--- src/rtl/datapath_sequencer.sv ---
// Microprogrammed sequencer for the MxN register-file datapath: a writable microstore,
// one microinstruction per clock, flag-conditional branching and a RUN-cycle watchdog.
module datapath_sequencer #(
    parameter int N          = 8,
    parameter int UA         = 5,
    parameter int START_ADDR = 0,
    parameter int MAX_CYCLES = 1024,
    localparam int W         = N + 13 + UA
) (
    input  logic          clk,
    input  logic          rst,
    input  logic          start,
    input  logic          prog_we,
    input  logic [UA-1:0] prog_addr,
    input  logic [W-1:0]  prog_data,
    input  logic          fov,
    input  logic          fcarry,
    input  logic          fneg,
    input  logic          fzero,
    output logic [N-1:0]  writer,
    output logic [2:0]    selection_multa,
    output logic [2:0]    selection_multb,
    output logic [1:0]    selection_alu,
    output logic [1:0]    selection_sr,
    output logic [UA-1:0] upc,
    output logic          busy,
    output logic          done,
    output logic          err,
    output logic [1:0]    state_dbg
);

    // start and prog_we are level-qualified strobes with no ready: start is honoured only
    // in IDLE/HALT, prog_we only outside RUN; anything else is silently dropped.

    typedef enum logic [1:0] {
        IDLE = 2'd0,
        RUN  = 2'd1,
        HALT = 2'd2
    } state_t;

    localparam logic [15:0] WD_LAST = 16'(MAX_CYCLES - 1);

    state_t          state, state_next;
    logic [UA-1:0]   upc_next;
    logic [15:0]     count, count_next;
    logic            err_next;
    logic [W-1:0]    store [2**UA];
    logic [W-1:0]    word;
    logic [2:0]      cond;
    logic [UA-1:0]   target;
    logic            take;

    always_ff @(posedge clk) begin
        if (prog_we && state != RUN)
            store[prog_addr] <= prog_data;
    end

    assign word   = store[upc];
    assign cond   = word[UA+2:UA];
    assign target = word[UA-1:0];

    always_ff @(posedge clk) begin
        if (!rst) begin
            state <= IDLE;
            upc   <= '0;
            count <= '0;
            err   <= 1'b0;
        end else begin
            state <= state_next;
            upc   <= upc_next;
            count <= count_next;
            err   <= err_next;
        end
    end

    always_comb begin
        take = 1'b0;
        case (cond)
            3'b001:  take = 1'b1;
            3'b010:  take = fzero;
            3'b011:  take = fneg;
            3'b100:  take = fcarry;
            3'b101:  take = fov;
            3'b110:  take = !fzero;
            default: take = 1'b0;
        endcase
    end

    always_comb begin
        state_next = state;
        upc_next   = upc;
        count_next = count;
        err_next   = err;
        case (state)
            IDLE, HALT: begin
                if (start) begin
                    state_next = RUN;
                    upc_next   = UA'(START_ADDR);
                    count_next = '0;
                    err_next   = 1'b0;
                end
            end
            RUN: begin
                count_next = count + 16'd1;
                if (cond == 3'b111) begin
                    state_next = HALT;
                end else begin
                    upc_next = take ? target : upc + UA'(1);
                    // Watchdog aborts after the current word has executed.
                    if (MAX_CYCLES != 0 && count == WD_LAST) begin
                        state_next = HALT;
                        err_next   = 1'b1;
                    end
                end
            end
            default: state_next = IDLE;
        endcase
    end

    always_comb begin
        writer          = '0;
        selection_multa = '0;
        selection_multb = '0;
        selection_alu   = '0;
        selection_sr    = '0;
        if (state == RUN) begin
            writer          = word[W-1:UA+13];
            selection_multa = word[UA+12:UA+10];
            selection_multb = word[UA+9:UA+7];
            selection_alu   = word[UA+6:UA+5];
            selection_sr    = word[UA+4:UA+3];
        end
    end

    assign busy      = (state == RUN);
    assign done      = (state == HALT);
    assign state_dbg = state;

endmodule

--- config.mk ---
export PLATFORM = sky130hd
export DESIGN_NAME = datapath_sequencer
export DESIGN_NICKNAME = d
export VERILOG_FILES = /design/src/rtl/datapath_sequencer.sv
export SDC_FILE = /design/constraint.sdc
export NUM_CORES = 1
export LEC_CHECK = 0
export ABC_CLOCK_PERIOD_IN_PS = 4300
export BUFFER_PORTS_ARGS = -buffer_cell sky130_fd_sc_hd__buf_2
export CAP_MARGIN = 20
export CORE_MARGIN = 10
export CORE_UTILIZATION = 67
export CTS_CLUSTER_SIZE = 10
export DETAILED_ROUTE_END_ITERATION = 8
export PLACE_DENSITY = 0.84
export SLEW_MARGIN = 25
export SYNTH_ARGS = -nofsm -noshare
export SYNTH_HDL_FRONTEND = slang
export SYNTH_SLANG_ARGS = --single-unit
--- constraint.sdc ---
create_clock -name clk -period 4.3 [get_ports clk]
set_input_delay 0.215 -clock clk [delete_from_list [all_inputs] [get_ports clk]]
set_output_delay 0.215 -clock clk [all_outputs]
set_load 0.1 [all_outputs]
==> metrics, run 1 <==
outcome finished, final reports clean; Syn Std Cell Area approximately 33000 um^2; placed inst area 34800 um^2; fin crit period just over 4 ns; TritonCTS clock tree done; Worst path slowest cell dfxtp_4; maximum vdd drop 0.456 mV; Fmax between 200 and 250 MHz; Lkg Pwr 11.5 nW; DP HPWL about 45000 um; worst hold slack 0.0688 ns; Largest stage delay, worst path around 0.73 ns; Post-synth top flop edfxtp_1; I/O Buffers 66; RSZ-0062 raised after global routing no; Cell Count, Final, Fillers Out 2271; Setup crit end kind primary output; via count between 15000 and 20000; DRT Pass-1 Iters 5; Clock Sinks ~860; Residual DRC 0; top cell type's share of synthesized area about three quarters; total power a little under 20 mW; Design Area, Final 37500 um^2; count leader, synth edfxtp_1; CP Launch Type flop; Mapped Nets 1458; Post-Syn Area per Cell approximately 23 um^2; delay-heaviest family, CP multiplexers; worst-skew pair later-pin latency 0.64 ns; I/O pin count between 60 and 70; WP data arrival between 3 and 4 ns; DIE AREA 58600 um^2; buffer and inverter count on the worst path 3; Max Cap Viol 0; layout cells sized above 1 around 34%; number of enable flip-flop cells after synthesis between 800 and 900; count of different cell masters after synthesis 47; Nets 1617; Tcrit/Tclk final between 90% and 100%; Hold Vio Cnt, Final 0; clock slew at reported path FFs 0.06 ns; routability cong. roughly 0.8; number of global-route vias before repair about 17000; Slew headroom between 20% and 30%; dpl cells roughly 2100; DR WL/cell about 39 um; top cells by area, synth edfxtp_1 76%, mux4_2 18%, dfxtp_1 1.8%; actual slew at the worst max-slew pin between 1 and 1.5 ns; top post-synthesis cells by count 832 x edfxtp_1, 260 x mux4_2, 74 x nor2_1; sequential area share after synthesis 77.3%; CP max FO 33; flops & latches, synth between 800 and 900; ys async rst share 0%; post-cts sizing count 0; Syn Inst Count about 1400; Fin Clk Skew roughly 0.022 ns; Total Neg Setup Slack 0 ns; met2 wire length about 44000 um; P_int 14.6 mW; Power Dens Cells about 500 nW/um^2; top sig layer met5; Via density around 7.5; clock buffer depth 3; area delta synth->final 13.5%; WP data required 4.09 ns; metal3 WL slightly above 10000 um; Horiz. Die Dim approximately 240 um; Net Sw Power about 4.7 mW; clk root buf clkbuf_16; wl on met1 about 30000 um; critical path, cell by cell buf_12 > buf_12 > mux4_2 > mux4_2 > mux2i_1 > nor2_1 > buf_2; total gr overflow 0; ANT nets after route 0; Initial DRC Count ~2600; Ys Warns 0; H-tree Lvls 3; largest net degree at the start of global routing between 70 and 80; final setup fails 0; antenna violations before repair 4; Total GRT Usage a little under a third; CTS buffer count 96; Clock power frac between 30% and 40%; DIE HEIGHT ~240 um; CP Class flop to primary output; row count 81; Flop pwr share between 40% and 50%; total routed wirelength between 80000 and 90000 um; Combinational Power Share 13.5%; effective utilization at floorplan between 60% and 70%; first-pass GRT wire length 126000 um; Yosys top cell by area edfxtp_1; fin. max-slew vios 0; Core Region 48800 um^2; Worst Hold Class primary input to flop; Sw Share about 24%
final timing paths:
kind                 start         endpoint  slack [ns]  cells past startpoint
max                   flop  selection_sr[0]        0.17                      7
min          prog_data[12]     store[9][12]        0.07                      1
max reg2reg           flop     state_dbg[1]        0.54                      9
min reg2reg            err              err        0.47                      2
cell families (layout without fill, tap and decap cells):
group / Yosys count / after routing / synth area share [%]
DFF: 861 / 861 / 77.3
muxes: 291 / 291 / 18.7
and+or+nand+nor: 155 / 155 / 2.16
buffers and inverters: 73 / 260 / 0.969
AOI/OAI and AO/OA: 34 / 34 / 0.761
adders and majority gates: 2 / 2 / 0.0757
xor gates and xnor gates: 1 / 1 / 0.0265
other: 0 / 3 / 0
per-stage QoR:
stage	setup WS, ns	utilization, %
final	0.165	76.9
after global routing	0.0123	76.8
after CTS	0.107	76.7
after detailed placement	0.807	71.2
after global placement	0.887	71.0
after floorplan	0.644	-
placed cells by master (no fill, tap or decap), types with 2 or more instances in the layout:
cell type | netlist | routed
buf_12 | 0 | 13
dfxtp_1 | 29 | 24
nand4_1 | 5 | 5
clkbuf_1 | 36 | 23
diode_2 | 0 | 3
nand3_1 | 15 | 15
buf_4 | 0 | 44
dfxtp_2 | 0 | 2
mux2_2 | 2 | 2
or3_1 | 3 | 3
a31oi_1 | 3 | 3
clkbuf_16 | 0 | 100
nor2_1 | 74 | 42
o21ai_1 | 2 | 2
nand3b_1 | 4 | 4
and4_1 | 2 | 2
nor2b_1 | 4 | 4
o21ai_0 | 3 | 3
nand2_1 | 27 | 27
a221o_1 | 3 | 3
dlygate4sd3_1 | 0 | 3
or2_2 | 2 | 2
edfxtp_1 | 832 | 832
buf_2 | 19 | 66
nand2b_1 | 4 | 4
inv_1 | 4 | 4
nor3_1 | 2 | 2
nor2_4 | 0 | 32
mux2i_1 | 27 | 27
and2_1 | 5 | 5
buf_16 | 0 | 4
dfxtp_4 | 0 | 3
o21a_1 | 6 | 6
mux4_2 | 260 | 260
a21oi_1 | 5 | 5
and3_1 | 5 | 5
ha_1 | 2 | 2
o211ai_1 | 2 | 2
power groups by stage:
stage,clock network [mW],registers (mW),logic (mW)
2_1_floorplan,0,9.54,1.87
3_3_place_gp,0,9.56,2.47
3_5_place_dp,0,9.57,2.55
4_1_cts,7.27,9.40,2.61
5_1_grt,7.59,9.41,2.74
6_report,7.28,9.40,2.61
worst register-to-register path: cells and delay by family, from the launching register on:
| kind | cells | cell delay, ns |
|---|---|---|
| compound gates | 1 | 0.18 |
| buf+inv | 2 | 0.85 |
| flops | 1 | 0.73 |
| mux | 3 | 1.37 |
| simple gates | 3 | 0.51 |
cell type report:
type	count	area [um^2]
Inverter	4	15.0
Sequential cell	861	25600
Antenna cell	3	7.51
Timing Repair Buffer	130	1060
Clock buffer	123	2590
Clock inverter	3	30.0
Fill cell	2378	11300
Tap cell	664	831
Multi-Input combinational cell	483	7430
sequential cells by signal (all words and copies together), names as in the netlist, named ones only:
| register | cells |
|---|---|
| count | 16 |
| err | 1 |
| state_dbg | 2 |
| store | 832 |
| upc | 5 |
what timing repair did:
action | in CTS | in global routing
buffers inserted | 0 | 0
hold endpoints to repair | 13 | 0
hold buffers | 3 | 0
routing by layer:
| metal | track usage [%] | up-vias |
|---|---|---|
| li1 | - | 6327 |
| met5 | 0 | - |
| met2 | 48.6 | 1521 |
| met4 | 12.2 | 4 |
| met3 | 6.60 | 253 |
| met1 | 40.7 | 8903 |
Note: power is estimated with default switching activity, not from simulation.
==> inputs of run 2 (changes only) <==
- REMOVE_ABC_BUFFERS: not set -> 1
==> run 2 against run 1 <==
Wire length increased by 4.5%. Clock power about the same. Register-to-register slack improved by 0.21 ns. Core utilization decreased by 0.13 points. Power increased by 0.11%. Die area unchanged. Highest routed layer unchanged.
==> metrics, run 2 (same netlist as run 1, synthesis figures left out) <==
H-tree Lvls 3; WP data arrival 3.92 ns; routability cong. about 0.81; I/O pin count between 60 and 70; Setup crit end kind primary output; total routed wirelength just over 90000 um; post-cts sizing count 0; layout cells sized above 1 about a third; Hold Vio Cnt, Final 0; Core Region between 40000 and 50000 um^2; WP data required ~4.1 ns; Place WS around 0.76 ns; max reg flops approximately 830; Fin Clk Skew 0.0232 ns; Total GRT Usage 32.0%; worst-skew pair later-pin latency ~0.64 ns; via count 17500; I/O Buffers between 60 and 70; DRT Pass-1 Iters 5; clock slew at reported path FFs around 0.060 ns; Largest stage delay, worst path 0.62 ns; maximum vdd drop 0.428 mV; total gr overflow 0; Horiz. Die Dim 242 um; clk root buf clkbuf_16; TritonCTS clock tree done; outcome finished, final reports clean; Reg with most FFs store; DIE AREA 58600 um^2; worst hold slack about 0.050 ns; CP max FO 18; Worst path slowest cell mux4_2; first-pass GRT wire length ~130000 um; DIE HEIGHT around 240 um; Initial DRC Count 3045; Power Dens Cells around 520 nW/um^2; final core utilization about 77%; CP Class flop to primary output; fin. max-slew vios 0; CP Launch Type flop; largest net degree at the start of global routing 51; Fmax 242 MHz; fin crit period just over 4 ns; RSZ-0062 raised after global routing no; clock buffer depth 3; row count 81; ANT nets after route 0; DR WL/cell 40.8 um; Slew headroom around 35%; actual slew at the worst max-slew pin about 0.97 ns; antenna violations before repair 3; biggest regs store (832), count (16), upc (5); Tcrit/Tclk final slightly below 100%; most common cell after layout, fill and taps aside edfxtp_1; critical path, cell by cell buf_4 > buf_4 > mux4_2 > mux4_2 > mux2i_1 > nor2_1 > buf_2; Nets approximately 1600; most frequent cells in the layout 832 x edfxtp_1, 260 x mux4_2, 100 x clkbuf_16; DP HPWL between 40000 and 50000 um; Lkg Pwr 11.5 nW; R2R Setup Slk roughly 0.75 ns; Worst Hold Class primary input to flop; CTS buffer count 96; effective utilization at floorplan 67.7%; Clock Sinks around 860; Max Cap Viol 0; Multi-input gate area approximately 7400 um^2; area delta synth->final 13.3%; final setup fails 0; Fillers around 2300; Via density slightly below 8; worst setup margin ~0.16 ns; Residual DRC 0; Sequential Area around 26000 um^2; number of global-route vias before repair approximately 18000
## run 2: cell types whose count changed in the layout (fill, tap and decap cells not counted), sizes merged
cell    previous run  this run
buf              127       138
clkbuf           123       115
clkinv             2         3
diode              3         2
## run 2: per-layer routing
metal | vias to the layer above | wire length (um) | global-route usage, %
li1 | 6345 | - | -
met1 | 8987 | 30500 | 43.0
met2 | 1887 | 44800 | 49.6
met3 | 318 | 12900 | 8.22
met4 | 2 | 4680 | 14.1
met5 | - | 11 | 0
## run 2: repair_timing
item / 4_1_cts / 5_1_grt
setup endpoints to repair: 1 / 0
endpoints found under the hold margin: 13 / 0
hold buffers: 3 / 0
setup buffers: 1 / 0
## run 2: final timing paths
path / startpoint / to / depth (start not counted)
setup / recovery: flop / writer[3] / 7
hold reg to reg: err / err / 2
hold / removal: prog_data[18] / store[17][18] / 1
setup reg to reg: flop / state_dbg[1] / 9
## run 2: stage by stage
step	power [mW]	instance area (um^2)	std cells	TNS [ns]
2_1_floorplan	11.9	32800	1348	-205.49
3_3_place_gp	12.0	34800	2149	0
3_5_place_dp	12.1	34800	2149	0
4_1_cts	19.3	37500	2272	0
5_1_grt	19.8	37500	2272	0
6_report	19.3	37500	2274	0
## run 2: layout make-up
class / count / area share [%]
Sequential cell: 861 / 68.2
Multi-Input combinational cell: 483 / 19.8
Clock buffer: 115 / 6.85
Timing Repair Buffer: 141 / 2.60
Tap cell: 664 / 2.22
Clock inverter: 4 / 0.194
Inverter: 4 / 0.0401
Antenna cell: 2 / 0.0134
## run 2: worst max-delay path, delay by kind of cell (launching register included)
kind                   cells  cell delay [ns]
buffers and inverters      3             1.10
multiplexers               3             1.47
flip-flops                 1             0.60
AND/OR/NAND/NOR            1             0.09
## run 2: power breakdown
group	internal [mW]	leakage, nW	switching, mW	total, mW
registers	9.28	7.73	0.125	9.40
clock network	4.15	1.28	3.15	7.30
logic	1.16	2.50	1.46	2.61
total	14.6	11.5	4.73	19.3
